**src/rtl/mono_video_out_pkg.sv**
```systemverilog
// Shared types, default palette and colour helpers
// for the monochrome video output stage.
package mono_video_pkg;

  typedef logic [23:0] rgb24_t;

  localparam rgb24_t DEFAULT_PAL [4] = '{
    24'hFFFFFF,
    24'h33FF33,
    24'hFFCC00,
    24'h40FFA6
  };

  // Entries beyond the built-in table reset to white.
  function automatic rgb24_t default_pal(
    input int unsigned idx
  );
    logic [1:0] i2;
    i2 = idx[1:0];
    if (idx < 4) return DEFAULT_PAL[i2];
    return 24'hFFFFFF;
  endfunction

  function automatic rgb24_t dim_half(
    input rgb24_t c
  );
    return {c[23:16] >> 1,
            c[15:8] >> 1,
            c[7:0] >> 1};
  endfunction

  // (ch * (luma + 1)) >> 8 in a 16-bit product:
  // luma=FF passes ch through, luma=0 gives 0.
  function automatic logic [7:0] scale_ch(
    input logic [7:0] c,
    input logic [7:0] l
  );
    logic [15:0] p;
    p = {8'd0, c} * ({8'd0, l} + 16'd1);
    return 8'(p >> 8);
  endfunction

  function automatic rgb24_t luma_scale(
    input rgb24_t fg,
    input logic [7:0] luma
  );
    return {scale_ch(fg[23:16], luma),
            scale_ch(fg[15:8], luma),
            scale_ch(fg[7:0], luma)};
  endfunction

endpackage

```
**src/rtl/mono_video_out_ce_divider.sv**
```systemverilog
// Pixel clock-enable divider: one-cycle ce every
// 2**DIV_LOG2 clk_sys cycles (ce tied high for 0).
module ce_divider #(
  parameter int DIV_LOG2 = 3
) (
  input  logic clk_sys,
  input  logic reset_in,
  output logic ce
);

  if (DIV_LOG2 == 0) begin : g_tied
    assign ce = 1'b1;
  end else begin : g_cnt
    logic [DIV_LOG2-1:0] cnt;

    always_ff @(posedge clk_sys or negedge reset_in)
      if (!reset_in) cnt <= '0;
      else           cnt <= cnt + DIV_LOG2'(1);

    assign ce = &cnt;
  end

endmodule

```
**src/rtl/mono_video_out.sv**
```systemverilog
// Monochrome video output: ce_pix generation, palette
// lookup, luma/scanline shading, sync alignment.
// Ports: clk_sys/reset_in, ce_pix, pix/hs/vs/blank in,
// pal_sel/scanlines, palette write port, rgb/hs/vs/de out.
import mono_video_pkg::*;

module mono_video_out #(
  parameter int DIV_LOG2  = 3,
  parameter int PIX_W     = 8,
  parameter int NUM_PAL   = 4,
  parameter int LUMA_MODE = 0,
  localparam int PAL_SEL_W =
    (NUM_PAL > 1) ? $clog2(NUM_PAL) : 1
) (
  input  logic                 clk_sys,
  input  logic                 reset_in,
  output logic                 ce_pix,
  input  logic [PIX_W-1:0]     pix_in,
  input  logic                 hs_in,
  input  logic                 vs_in,
  input  logic                 blank_in,
  input  logic [PAL_SEL_W-1:0] pal_sel,
  input  logic                 scanlines,
  input  logic                 pal_wr_en,
  input  logic [PAL_SEL_W-1:0] pal_wr_addr,
  input  logic [23:0]          pal_wr_data,
  output logic [7:0]           r_out,
  output logic [7:0]           g_out,
  output logic [7:0]           b_out,
  output logic                 hs_out,
  output logic                 vs_out,
  output logic                 de_out
);

  localparam logic [PAL_SEL_W:0] NP =
    (PAL_SEL_W+1)'(NUM_PAL);

  ce_divider #(
    .DIV_LOG2(DIV_LOG2)
  ) u_ce (
    .clk_sys (clk_sys),
    .reset_in(reset_in),
    .ce      (ce_pix)
  );

  rgb24_t pal [NUM_PAL];

  always_ff @(posedge clk_sys or negedge reset_in)
    if (!reset_in) begin
      for (int i = 0; i < NUM_PAL; i++)
        pal[i] <= default_pal(i);
    end else if (pal_wr_en &&
                 {1'b0, pal_wr_addr} < NP) begin
      pal[pal_wr_addr] <= pal_wr_data;
    end

  logic [PIX_W-1:0]     s1_pix;
  logic                 s1_hs;
  logic                 s1_vs;
  logic                 s1_blank;
  rgb24_t               s1_fg;
  logic [PAL_SEL_W-1:0] active_pal;
  logic                 active_scan;
  logic                 parity;

  // S1 holds the previous sample, so it doubles
  // as the edge detector for the incoming syncs.
  logic vs_rise;
  logic hs_rise;
  assign vs_rise = vs_in & ~s1_vs;
  assign hs_rise = hs_in & ~s1_hs;

  logic [7:0] luma;
  if (PIX_W >= 8) begin : g_trunc
    assign luma = s1_pix[PIX_W-1 -: 8];
  end else begin : g_pad
    assign luma = {s1_pix, {(8-PIX_W){1'b0}}};
  end

  rgb24_t col;
  always_comb begin
    col = (LUMA_MODE != 0) ?
      luma_scale(s1_fg, luma) :
      ((|s1_pix) ? s1_fg : '0);
    if (active_scan && parity)
      col = dim_half(col);
    if (s1_blank)
      col = '0;
  end

  always_ff @(posedge clk_sys or negedge reset_in)
    if (!reset_in) begin
      s1_pix      <= '0;
      s1_hs       <= 1'b0;
      s1_vs       <= 1'b0;
      s1_blank    <= 1'b0;
      s1_fg       <= '0;
      active_pal  <= '0;
      active_scan <= 1'b0;
      parity      <= 1'b0;
      r_out       <= '0;
      g_out       <= '0;
      b_out       <= '0;
      hs_out      <= 1'b0;
      vs_out      <= 1'b0;
      de_out      <= 1'b0;
    end else if (ce_pix) begin
      s1_pix   <= pix_in;
      s1_hs    <= hs_in;
      s1_vs    <= vs_in;
      s1_blank <= blank_in;
      s1_fg    <= pal[active_pal];
      if (vs_rise) begin
        if ({1'b0, pal_sel} < NP)
          active_pal <= pal_sel;
        active_scan <= scanlines;
        parity      <= 1'b0;
      end else if (hs_rise) begin
        parity <= ~parity;
      end
      r_out  <= col[23:16];
      g_out  <= col[15:8];
      b_out  <= col[7:0];
      hs_out <= s1_hs;
      vs_out <= s1_vs;
      de_out <= ~s1_blank;
    end

endmodule

```
**config.mk**
```make
export PLATFORM = sky130hd
export DESIGN_NAME = mono_video_out
export DESIGN_NICKNAME = d
export VERILOG_FILES = /design/src/rtl/mono_video_out_pkg.sv /design/src/rtl/mono_video_out_ce_divider.sv /design/src/rtl/mono_video_out.sv
export SDC_FILE = /design/constraint.sdc
export NUM_CORES = 1
export LEC_CHECK = 0
export BUFFER_PORTS_ARGS = -buffer_cell sky130_fd_sc_hd__buf_2
export CAP_MARGIN = 20
export CORE_UTILIZATION = 45
export DETAILED_ROUTE_END_ITERATION = 6
export SLEW_MARGIN = 10
export SYNTH_ARGS = -nofsm -noshare
export SYNTH_HDL_FRONTEND = slang
export SYNTH_SLANG_ARGS = --single-unit
```
**constraint.sdc**
```tcl
create_clock -name clk_sys -period 2.25 [get_ports clk_sys]
set_clock_uncertainty 0.05 [all_clocks]
set_input_delay 0 -clock clk_sys [delete_from_list [all_inputs] [get_ports clk_sys]]
set_output_delay 0 -clock clk_sys [all_outputs]
set_load 0.1 [all_outputs]
```
Yosys cells after proc, flatten, opt, wreduce, memory -nomap -nowiden
Index checks and enable logic that the tools add are counted.
Storage, ports and cells
  output and inout bits: 28
  input bits: 43
  memory bits (writable): 0
  word-level logic and storage cells: 49
  memories kept: 0
  bits in registers: 165
  bits in latches: 0
  memory bits (read-only): 0
Cells by class
  multipliers: 0
  equality and inequality tests: 0
  add/subtract/negate cells: 1
  div/mod/pow operators: 0
  reductions and logical operators: 7
  mux-type cells: 11
  bitwise gates (word level): 8
  order comparisons: 3
  shift operators: 0
Operator list (number)
  $mux 24: 6
  $bwmux 96: 1
  $bmux 24 s2: 1
  $demux 24 s2: 1
  $reduce_and 4->1: 2
  $reduce_or 8->1: 1
  $ge 3x3->1 const B: 2
  $not 2->3: 2
  $not 1->1: 4
  $add 3x1->3 const B: 1
  $lt 3x1->1 const B: 1
  $reduce_and 3->1: 1
  $and 1x1->1: 2
  $logic_and 1x1->1: 2
  $mux 1: 2
  $reduce_bool 2->1: 1

Depth between registers and ports, before layout
Gate-level depths: netlist of run 1.
  depth in word-level cells: 6
  mapped depth: 6
  mapped depth without buffers: 5

Modules after synthesis
Synthesis of run 1 repeated with hierarchy kept, for this count alone.
Unflattened totals
  cells, all modules: 440
  area total of the unflattened synthesis: 7264.5 um^2
Modules (own cells, without submodules)
  mono_video_out: cells each 434, area each 7160.6 um^2, instances 1, seq. area each 4135.2 um^2
  ce_divider: cells each 6, area each 103.8 um^2, instances 1, seq. area each 75.1 um^2

Worst setup path before layout of run 1
OpenSTA, ideal clock, no wires.
  kind: flip-flop to flip-flop
  start: register u_ce.g_cnt.cnt[0]
  end: register s1_fg[3]
  slack: -0.159 ns
  period minus slack after synthesis: 2.409 ns
  buffers on the path: 2
  data arrival time: 2.235 ns
  cell stages (with the launch flop): 6
  data required time: 2.075 ns
  library setup time: 0.125 ns
  cells stage by stage: dfrtp_1 > ha_1 > ha_1 > buf_2 > buf_2 > mux2_2
On the way
  longest elaborated chain between the ends: 1
Ends and longest elaborated chain
  start: declaration: line mono_video_out_ce_divider.sv:14  | logic [DIV_LOG2-1:0] cnt;
  start signal: assignment: line mono_video_out_ce_divider.sv:18  | else cnt <= cnt + DIV_LOG2'(1);
  $reduce_and 3->1: line mono_video_out_ce_divider.sv:20  | assign ce = &cnt;
  net ce_pix: line mono_video_out.sv:17  | output logic ce_pix,
  end signal: assignment: line mono_video_out.sv:112  | s1_fg <= pal[active_pal];
  end: declaration: line mono_video_out.sv:61  | rgb24_t s1_fg;
The timed path passes the listed nets, and every way through them passes these cells.
A chain may end at the register's enable or synchronous reset.

Final worst setup path of run 1
  start: register u_ce.g_cnt.cnt[0]
  end: register r_out[7]
On the way
  longest elaborated chain between the ends: 1
Ends and longest elaborated chain
  $reduce_and 3->1: line mono_video_out_ce_divider.sv:20
  end signal: assignment: line mono_video_out.sv:121  | r_out <= col[23:16];
  end: declaration: line mono_video_out.sv:27  | output logic [7:0] r_out,
No other way between the ends.

==> flow_summary.yaml, run 1 <==
outcome:
  status: "completed"
finish:
  diodes: 0
  final_cell_mix: "mux2_2, dfrtp_1, buf_2, dfstp_2, dlygate4sd3_1"
  nets: 600
  final_common_cell: "mux2_2"
  area_growth_syn_to_layout_pct: 22.9
  drive_above_1_share_pct: 65.5
sta:
  setup-violations-final: 0
  relSlewSlack_pct: 50.9
  hold_viol: 0
  tns_ns: 0
  hold_ws_ns: 0.0312
  post-route-period-util_pct: 81.4
  period_minus_slack_ns: 1.83
  worst_pin_slew_ns: 0.734
  rsz0062_at_grt: "no"
  max_freq_ghz: 0.546
  drv_slew: 0
floorplan:
  fp.dieArea_um2: 16700
  core.rowCount: 46
  ios: 71
  start_util_pct: 45.9
  die_w_um: 129
  core_area_um2: 15800
  fp.dieH_um: 129
clock_network:
  cts_tree: "yes"
  insertion_delay_ns: 0.43
  post-cts-setup-buffers: 0
  htreeDepth: 4
  holdBufCountCts: 39
  clock-sinks: 165
  cts.path.max_buffers: 2
  clkTransAtPathRegs_ns: 0.06
  ctsResizeCount: 0
  cts_buffers: 17
  clock-root-buffer: "clkbuf_16"
setup_path:
  path_cells: "ha_1 > ha_4 > nand2b_1 > a221oi_1 > a22o_1"
  crit_start: "u_ce.g_cnt.cnt[0]$_DFF_PN0_"
  cpPeakStageDelay_ns: 0.44
  crit_buf_inv: 0
  cp.depth: 5
  cpMaxStageDelayCell: "ha_4"
  crit_fanout: 32
  required_ns: 2.56
  start_kind: "flop"
  path_delay_family: "adder cells"
  reg2reg_from: "u_ce.g_cnt.cnt[0]$_DFF_PN0_"
  crit_arrival_ns: 2.15
  crit_path_end_kind: "flop"
  crit_type: "reg -> reg"
  r2r_cells: 5
synth:
  syn_avg_cell_area_um2: 16.5
  yosysUniqueCellTypes: 29
  yosys_warnings: 0
  synth.net_count: 485
  ys_seq_area_share_pct: 58.0
  netlist_area_um2: 7260
  ys_ff_latch: 165
  syn_inst: 440
drt:
  viasPerCell: 5.20
  num_vias: 4075
  finalWirelength_um: 14100
  drt_iter0_drc: 208
  drtPass1Iterations: 4
  route.detailed.drc: 0
  detail-route-antenna-nets: 0
  wl_per_cell_um: 18.0
global_route:
  grt_remaining_overflow: 0
  grt_pass1_wl_um: 23300
  grt_usage_pct: 18.8
  grt_pass1_vias: 4323
  grt_antenna_before_repair: 0
  grt_max_degree: 76
run:
  cap_viol_max_count: 0
hold_path:
  hold_path_class: "in -> async"
pwr:
  leakage_nw: 3.84
  irDropWorstVdd_uv: 599
  p_per_area_nw_per_um2: 1030
place:
  globalplace.congestion: 0.682
  hpwl_um: 8860
  portBuffers: 70
where the power goes:
part / internal [W] / switching, W
registers: 0.00370 / 0.000321
clock network: 0.00187 / 0.00114
logic: 0.00100 / 0.00120
state kept, by name (all words and copies together) (netlist names):
register and flops:
s1_vs 1, active_scan 1, luma 8, r_out 8, s1_blank 1, pal 96, s1_hs 1, de_out 1
active_pal 2, s1_fg 24, vs_out 1, parity 1, u_ce.g_cnt.cnt 3, g_out 8, b_out 8, hs_out 1
cell type report:
type                    count  area [µm²]
fillers                  1297        6900
flip-flops and latches    165        4210
multi-input cells         245        2890
repair buffers            123         917
clock buffers              27         578
well taps                 216         270
clock inverters             5        51.3
inverters                   3        11.3
layer usage:
metal,track usage (%),vias to the layer above,part of all wire [%]
li1,-,1867,-
met1,25.9,2126,48
met2,28.6,63,47
met3,4.42,19,2.9
met4,8.37,0,1.6
met5,0,-,0
per-stage QoR:
stage	cell area, µm²	total power, W	setup WS [ns]	std cells	utilization, %
2_1_floorplan	7270	0.00572	0.163	440	-
3_3_place_gp	7910	0.00616	0.511	713	50.0
3_5_place_dp	7910	0.00624	0.402	713	50.0
4_1_cts	8930	0.00934	0.386	784	56.4
5_1_grt	8930	0.00967	0.277	784	56.4
6_report	8930	0.00924	0.418	784	56.4
cell usage after synthesis (all sizes together):
cell type    n  area (µm²)
dfstp       65        1710
or3          1        6.26
a21oi        2        10.0
o21ai        2        10.0
nand3b       2        15.0
nand3        2        10.0
nand2b       2        12.5
buf         22         150
a22o         3        26.3
a221oi       1        8.76
nor3b        2        20.0
inv          3        11.3
clkbuf       5        18.8
nor2b       21         131
ha           2        25.0
nand2        1        3.75
mux4        24         559
dfrtp      100        2500
nor4         2        12.5
a31o        21         184
mux2       157        1840
path summary, 6_finish.rpt:
path,end,slack [ns]
max,r_out[7]$_DFFE_PN0P_,0.42
min,r_out[1]$_DFFE_PN0P_,0.03
max reg2reg,r_out[7]$_DFFE_PN0P_,0.42
min reg2reg,u_ce.g_cnt.cnt[0]$_DFF_PN0_,0.40
max in group asynchronous,pal[63]$_DFFE_PN1P_,1.21
min in group clk_sys,pal[83]$_DFFE_PN1P_,0.25
cell families after synthesis:
logic type / synth area share (%)
AO/OA/AOI/OAI: 3.29
adder cells (fa/ha/maj): 0.344
buffers and inverters: 2.48
flip-flops: 58.0
multiplexers: 33.0
AND/OR/NAND/NOR: 2.91
Power figures use the tool's default switching activity.
==> inputs of run 2 (changes only) <==
clock period = 1.75 ns   (was 2.25 ns; I/O delays follow)
==> run 2 against run 1 <==
Net effect:
- flip-flop and latch count unchanged
- sequential share of layout area decreased by 0.49 points
- global-route usage decreased by 0.49 points
- cell count increased by 0.38%
- sequential power increased by 30%
==> flow_summary.yaml, run 2 (same netlist as run 1, synthesis figures left out) <==
sta:
  tns_ns: 0
  rsz0062_at_grt: "no"
  period_minus_slack_ns: 1.64
  relSlewSlack_pct: 66.2
  setup_ws_ns: 0.111
  hold_viol: 0
  setup-violations-final: 0
  max_freq_ghz: 0.610
  drv_slew: 0
  worst_pin_slew_ns: 0.510
  post-route-period-util_pct: 93.7
  hold_ws_ns: 0.0250
drt:
  drt_iter0_drc: 199
  wl_per_cell_um: 17.6
  num_vias: 4056
  route.detailed.drc: 0
  drtPass1Iterations: 4
  detail-route-antenna-nets: 0
  viasPerCell: 5.15
  finalWirelength_um: 13800
place:
  globalplace.congestion: 0.724
  portBuffers: 70
  hpwl_um: 8670
  dp_slack_ns: 0.0918
setup_path:
  path_delay_family: "buffers and inverters"
  crit_type: "reg -> reg"
  path_cells: "nor4_2 > buf_4 > a21oi_1 > buf_4 > a31o_2"
  crit_fanout: 21
  start_kind: "flop"
  crit_path_end_kind: "flop"
  cpPeakStageDelay_ns: 0.40
  required_ns: 2.01
  cpMaxStageDelayCell: "dfrtp_1"
  crit_arrival_ns: 1.90
  crit_buf_inv: 2
  critPathMostFrequentCell: "buf_4"
finish:
  drive_above_1_share_pct: 66.4
  largest_reg_flops: 96
  final_cell_mix: "mux2_2, dfrtp_1, buf_2, dfstp_2, dlygate4sd3_1"
  largest_registers: "pal (96), s1_fg (24)"
  nets: 603
  area_growth_syn_to_layout_pct: 24.2
  final_common_cell: "mux2_2"
  diodes: 0
  final_core_util_pct: 57.0
  top_register: "pal"
floorplan:
  die_w_um: 129
  core_area_um2: 15800
  fp.dieH_um: 129
  ios: 71
  core.rowCount: 46
  fp.dieArea_um2: 16700
  start_util_pct: 45.9
clock_network:
  cts_tree: "yes"
  cts_buffers: 17
  cts.path.max_buffers: 2
  clock-root-buffer: "clkbuf_16"
  insertion_delay_ns: 0.42
  clock-sinks: 165
  htreeDepth: 4
  clkTransAtPathRegs_ns: 0.06
  post-cts-setup-buffers: 0
global_route:
  grt_pass1_vias: 4303
  met1_usage_pct: 25.3
  grt_usage_pct: 18.3
  grtUsageMet2_pct: 28.8
  grt_pass1_wl_um: 22700
  met3_usage_pct: 4.29
  grt_remaining_overflow: 0
  grt_max_degree: 55
  busiest_layer: "met2"
  grt_antenna_before_repair: 0
pwr:
  p_per_area_nw_per_um2: 1300
  leakage_nw: 3.87
  irDropWorstVdd_uv: 714
  finalPower_w: 0.0118
outcome:
  status: "completed"
hold_path:
  hold_path_class: "in -> async"
run:
  cap_viol_max_count: 0
run 2: cell types whose count changed in the layout (fill, tap and decap cells not counted), moves of 2 or more:
cell        before  now
bufinv_16        1    3
clkinv_4         0    6
buf_12           5   12
clkbuf_16       21   17
clkbuf_1         3    0
buf_4           10    6
clkinvlp_4       0    2
clkbuf_8         3    0
run 2: per-layer routing:
layer | wire (µm) | vias up
met2 | 6450 | 64
met5 | 0 | -
met4 | 159 | 0
met1 | 6810 | 2101
met3 | 417 | 13
li1 | - | 1878
run 2: path summary, 6_finish.rpt:
check,endpoint,slack [ns],cells past startpoint,start
worst max-delay path,g_out[6]$_DFFE_PN0P_,0.11,5,luma[1]$_DFFE_PN0P_
max in group asynchronous,pal[94]$_DFFE_PN1P_,0.91,3,reset_in
worst min register to register,u_ce.g_cnt.cnt[0]$_DFF_PN0_,0.40,1,u_ce.g_cnt.cnt[0]$_DFF_PN0_
min in group clk_sys,pal[78]$_DFFE_PN1P_,0.14,4,pal_wr_addr[0]
worst max register to register,g_out[6]$_DFFE_PN0P_,0.11,5,luma[1]$_DFFE_PN0P_
worst min-delay path,s1_vs$_DFFE_PN0P_,0.03,2,reset_in
run 2: cell type report:
cell class                      instances  area [µm²]
Sequential cell                       165        4210
Clock inverter                         15         181
Timing Repair Buffer                  126        1030
Fill cell                            1223        6800
Multi-Input combinational cell        245        2900
Clock buffer                           17         425
Tap cell                              216         270
Inverter                                3        11.3
run 2: per-stage QoR:
stage / instances / instance area [µm²]
2_1_floorplan: 440 / 7290
3_3_place_gp: 716 / 8020
3_5_place_dp: 716 / 8020
4_1_cts: 787 / 9020
5_1_grt: 787 / 9020
6_report: 787 / 9020
run 2: power by group:
group          switching [W]  total [W]  internal [W]
clock                0.00152    0.00377       0.00225
sequential          0.000457    0.00521       0.00476
combinational        0.00148    0.00279       0.00131
run 2: repair_timing:
item / 4_1_cts / 5_1_grt
endpoints found under the hold margin: 221 / 0
gates resized for setup: 0 / 1
hold buffers: 39 / 0
endpoints found under the setup margin: 0 / 4
